<file path="config.mk">
export PLATFORM = sky130hd
export DESIGN_NAME = alu_seq_ctrl
export DESIGN_NICKNAME = d
export VERILOG_FILES = /design/src/rtl/alu_seq_ctrl.sv
export SDC_FILE = /design/constraint.sdc
export NUM_CORES = 1
export LEC_CHECK = 0
export ABC_AREA = 1
export CAP_MARGIN = 20
export CORE_UTILIZATION = 50
export CTS_CLUSTER_DIAMETER = 120
export DETAILED_ROUTE_END_ITERATION = 12
export DONT_BUFFER_PORTS = 1
export PLACE_DENSITY = 0.61
export SLEW_MARGIN = 30
export SYNTH_ARGS = -nofsm -noshare
export SYNTH_HDL_FRONTEND = slang
export SYNTH_SLANG_ARGS = --single-unit
</file>
<file path="constraint.sdc">
create_clock -name i_clk -period 3.3 [get_ports i_clk]
set_input_delay 0.66 -clock i_clk [delete_from_list [all_inputs] [get_ports i_clk]]
set_output_delay 0.66 -clock i_clk [all_outputs]
set_load 0.02 [all_outputs]
</file>
<file path="src/rtl/alu_seq_ctrl.sv">
// Operation sequencer for disp_ALU: accepts an operand/op request, then shows one op
// (or sweeps all four) for DWELL cycles each, driving the ALU op/enable.
module alu_seq_ctrl #(
    parameter int unsigned DWELL = 50000000
) (
    input  logic       i_clk,
    input  logic       i_rst,
    input  logic       i_req_valid,
    output logic       o_req_ready,
    input  logic [2:0] i_req_a,
    input  logic [2:0] i_req_b,
    input  logic [1:0] i_req_op,
    input  logic       i_req_sweep,
    input  logic       i_hold,
    input  logic       i_abort,
    output logic [2:0] o_alu_a,
    output logic [2:0] o_alu_b,
    output logic [1:0] o_alu_op,
    output logic       o_alu_en,
    output logic       o_busy,
    output logic       o_done
);

    localparam int unsigned CW = $clog2(DWELL + 1);
    localparam logic [CW-1:0] LAST = CW'(DWELL - 1);

    typedef enum logic {StIdle, StShow} state_e;

    state_e        r_state;
    logic [CW-1:0] r_cnt;
    logic          r_sweep;
    logic [2:0]    r_alu_a;
    logic [2:0]    r_alu_b;
    logic [1:0]    r_alu_op;
    logic          r_alu_en;
    logic          r_busy;
    logic          r_done;

    // Ready is the only combinational output so a request can land on the done cycle.
    assign o_req_ready = (r_state == StIdle) && !i_rst;

    always_ff @(posedge i_clk) begin
        if (i_rst) begin
            r_state  <= StIdle;
            r_cnt    <= '0;
            r_sweep  <= 1'b0;
            r_alu_a  <= 3'd0;
            r_alu_b  <= 3'd0;
            r_alu_op <= 2'd0;
            r_alu_en <= 1'b0;
            r_busy   <= 1'b0;
            r_done   <= 1'b0;
        end else begin
            r_done <= 1'b0;
            case (r_state)
                StIdle: begin
                    if (i_req_valid) begin
                        r_state  <= StShow;
                        r_alu_a  <= i_req_a;
                        r_alu_b  <= i_req_b;
                        r_sweep  <= i_req_sweep;
                        r_alu_op <= i_req_sweep ? 2'd0 : i_req_op;
                        r_cnt    <= '0;
                        r_alu_en <= 1'b1;
                        r_busy   <= 1'b1;
                    end
                end
                StShow: begin
                    if (i_abort) begin
                        r_state  <= StIdle;
                        r_alu_en <= 1'b0;
                        r_busy   <= 1'b0;
                    end else if (i_hold) begin
                        r_cnt <= r_cnt;
                    end else if (r_cnt != LAST) begin
                        r_cnt <= r_cnt + 1'b1;
                    end else if (r_sweep && (r_alu_op != 2'd3)) begin
                        r_alu_op <= r_alu_op + 2'd1;
                        r_cnt    <= '0;
                    end else begin
                        r_state  <= StIdle;
                        r_alu_en <= 1'b0;
                        r_busy   <= 1'b0;
                        r_done   <= 1'b1;
                    end
                end
                default: r_state <= StIdle;
            endcase
        end
    end

    assign o_alu_a  = r_alu_a;
    assign o_alu_b  = r_alu_b;
    assign o_alu_op = r_alu_op;
    assign o_alu_en = r_alu_en;
    assign o_busy   = r_busy;
    assign o_done   = r_done;

endmodule

</file>
==> results_dict.tcl <==
set metrics [dict create \
    slowest_stage "dfxtp_1" \
    num_vias 2286 \
    drc_errors 0 \
    max_stage_delay_ps 650 \
    timing.final.crit_period_ps 1980 \
    numClockSinks 38 \
    clkTransAtPathRegs_ps 80 \
    h-tree-depth 2 \
    vdd_drop_max_v 0.000214 \
    dp_hpwl_um 4520 \
    crit_path_max_fanout 14 \
    ant_nets 0 \
    synth_area_um2 2520 \
    start_util_pct 52.7 \
    hold_buffers 0 \
    cap_violations 0 \
    fin_crit_sh_pct 60.0 \
    netlist_instances 384 \
    synth_top_area_share_pct 30.2 \
    grt-ovfl-total 0 \
    gp_congestion 0.855 \
    fp-row-count 25 \
    setup_viol 0 \
    diodes 0 \
    rsz0062_at_grt "false" \
    synthTopCellsByArea "dfxtp_1, nand2_1, nor2_1" \
    grt_max_degree 20 \
    io_buffer_count 0 \
    crit_chain "inv_2 -> nor2_2 -> nand2_2 -> nand2_4 -> nand3_1 -> nor2_2 -> nand3_1 -> nand2_1" \
    synth_cell_types 34 \
    synth_fp_nets 400 \
    p_leak_uw 0.00103 \
    die_h_um 73.0 \
    clk_latency_ps 300 \
    cts-root-buf "clkbuf_8" \
    clock.fmax_mhz 505 \
    end_kind "flip-flop" \
    worst_pin_slew_ps 648 \
    core_um2 4790 \
    fillCellCount 511 \
    drtPass1Iterations 4 \
    nets 397 \
    dieArea_um2 5330 \
    slew_violations 0 \
    hold_violations 0 \
    relSlewSlack_pct 56.5 \
    synth_top_area_cell "dfxtp_1" \
    critPathLaunchType "flip-flop" \
    cts_buffers 5 \
    pre_cts_ws_ps 1320 \
    final_util_pct 55.4 \
    io_pins 26 \
    clock_skew_ps 12.0 \
    cts_resized 0 \
    vias_per_cell 5.10 \
    dp.cells 441 \
    drive_gt1_share_pct 13.9 \
    worst_slack_ps 1320 \
    finalNonFillerCells 448 \
    setup_tns_ps 0 \
    drtIter0Drc 186 \
    cts.path.max_buffers 2 \
    r2r_slack_ps 1320 \
    routed_wirelength_um 6010 \
    status "complete, no violations" \
    p_per_area_nw_per_um2 379 \
    antenna_found_initial 0 \
    ys_warn_count 0 \
    yosysSeqAreaShare_pct 30.2 \
    track_usage_pct 24.5 \
    syn_to_final_growth_pct 5.16 \
    path_class "reg -> reg" \
    wire_per_inst_um 13.4 \
    hp-class "in -> reg" \
    grt_pass1_wl_um 9920 \
    grt_pass1_vias 2078 \
    fp.dieW_um 73.0 \
    ys_seq_elements 38 \
    cts_tree "built" \
    crit_arrival_ps 2230 \
    cts_setup_buffers 0 \
    crit_required_ps 3550 \
    syn_avg_cell_area_um2 6.57 \
]
sequential cells by signal (all words and copies together) (netlist names):
signal	cells
o_busy	1
o_alu_op	2
o_alu_b	3
r_cnt	26
r_state	1
o_alu_a	3
r_sweep	1
o_done	1
synth_stat cells:
| library cell | number |
|---|---|
| nand2_1 | 110 |
| nor2_1 | 60 |
| dfxtp_1 | 38 |
| inv_1 | 34 |
| nand3_1 | 28 |
| xor2_1 | 11 |
| nand2_2 | 10 |
| o21ai_0 | 10 |
| a21oi_1 | 9 |
| nand4_1 | 9 |
| nor2_4 | 8 |
| nor2_2 | 7 |
| a21oi_2 | 6 |
| nand2_4 | 5 |
| buf_4 | 4 |
| inv_2 | 4 |
| o21bai_1 | 4 |
| clkbuf_1 | 3 |
| nor3_1 | 3 |
| a22oi_1 | 2 |
| buf_2 | 2 |
| ha_1 | 2 |
| nand3_4 | 2 |
| nand3b_1 | 2 |
| o21ai_1 | 2 |
| a21oi_4 | 1 |
| a221oi_1 | 1 |
| buf_8 | 1 |
| clkinv_1 | 1 |
| inv_4 | 1 |
| nor2_8 | 1 |
| nor3b_1 | 1 |
| nor4_1 | 1 |
| or2_2 | 1 |
cell usage in the layout (no fill, tap or decap), types with 3 or more instances in the layout:
master,instances
nand3_1,28
clkbuf_8,6
nand2_2,10
nor3_1,3
inv_1,34
dfxtp_1,38
nor2_2,7
o21ai_0,10
xor2_1,11
a21oi_1,9
nand4_1,9
nor2_1,60
nand2_4,5
a21oi_2,6
o21bai_1,4
nand2_1,110
inv_2,4
nor2_4,8
through the flow:
step	area, µm²	power [µW]	hold slack [ps]
after floorplan	2520	593	445
after global placement	2540	606	456
after detailed placement	2540	607	460
after CTS	2650	1010	418
after global routing	2650	1040	417
final	2650	1010	426
per-layer routing:
metal	global-route usage [%]	wire [µm]
met1	34.3	2960
met2	37.7	2680
met3	4.83	271
met4	7.84	96
met5	0	0
kinds of logic (layout without fill, tap and decap cells):
| logic type | after synthesis | in the layout | synth area share (%) |
|---|---|---|---|
| fa+ha+maj | 2 | 2 | 0.992 |
| flops | 38 | 38 | 30.2 |
| compound gates | 35 | 35 | 9.03 |
| xor+xnor | 11 | 11 | 3.82 |
| simple gates | 248 | 248 | 47.3 |
| buf+inv | 50 | 47 | 8.68 |
power by group:
group / internal (µW) / switching (µW)
clock: 242 / 167
sequential: 472 / 27.8
combinational: 28.7 / 67.5
total: 743 / 263
path summary, 6_finish.rpt:
kind | start | end | depth (start not counted)
worst max-delay path | r_state | r_cnt[20] | 8
worst min-delay path | i_rst | r_state | 1
worst max register to register | r_state | r_cnt[20] | 8
worst min register to register | r_sweep | r_sweep | 2
critical path: cells and delay by family, from the launching register on:
| kind | cells | cell delay (ps) |
|---|---|---|
| buf+inv | 1 | 220 |
| simple gates | 7 | 1060 |
| flops | 1 | 650 |
area by class of cell:
type,count,area (µm²),share of cell area (%)
multi-input cells,296,1540,58.1
well taps,67,83.8,3.16
flip-flops and latches,38,761,28.7
clock buffers,6,82.6,3.11
clock inverters,1,30.0,1.13
inverters,40,153,5.76
Note: power is estimated with default switching activity, not from simulation.
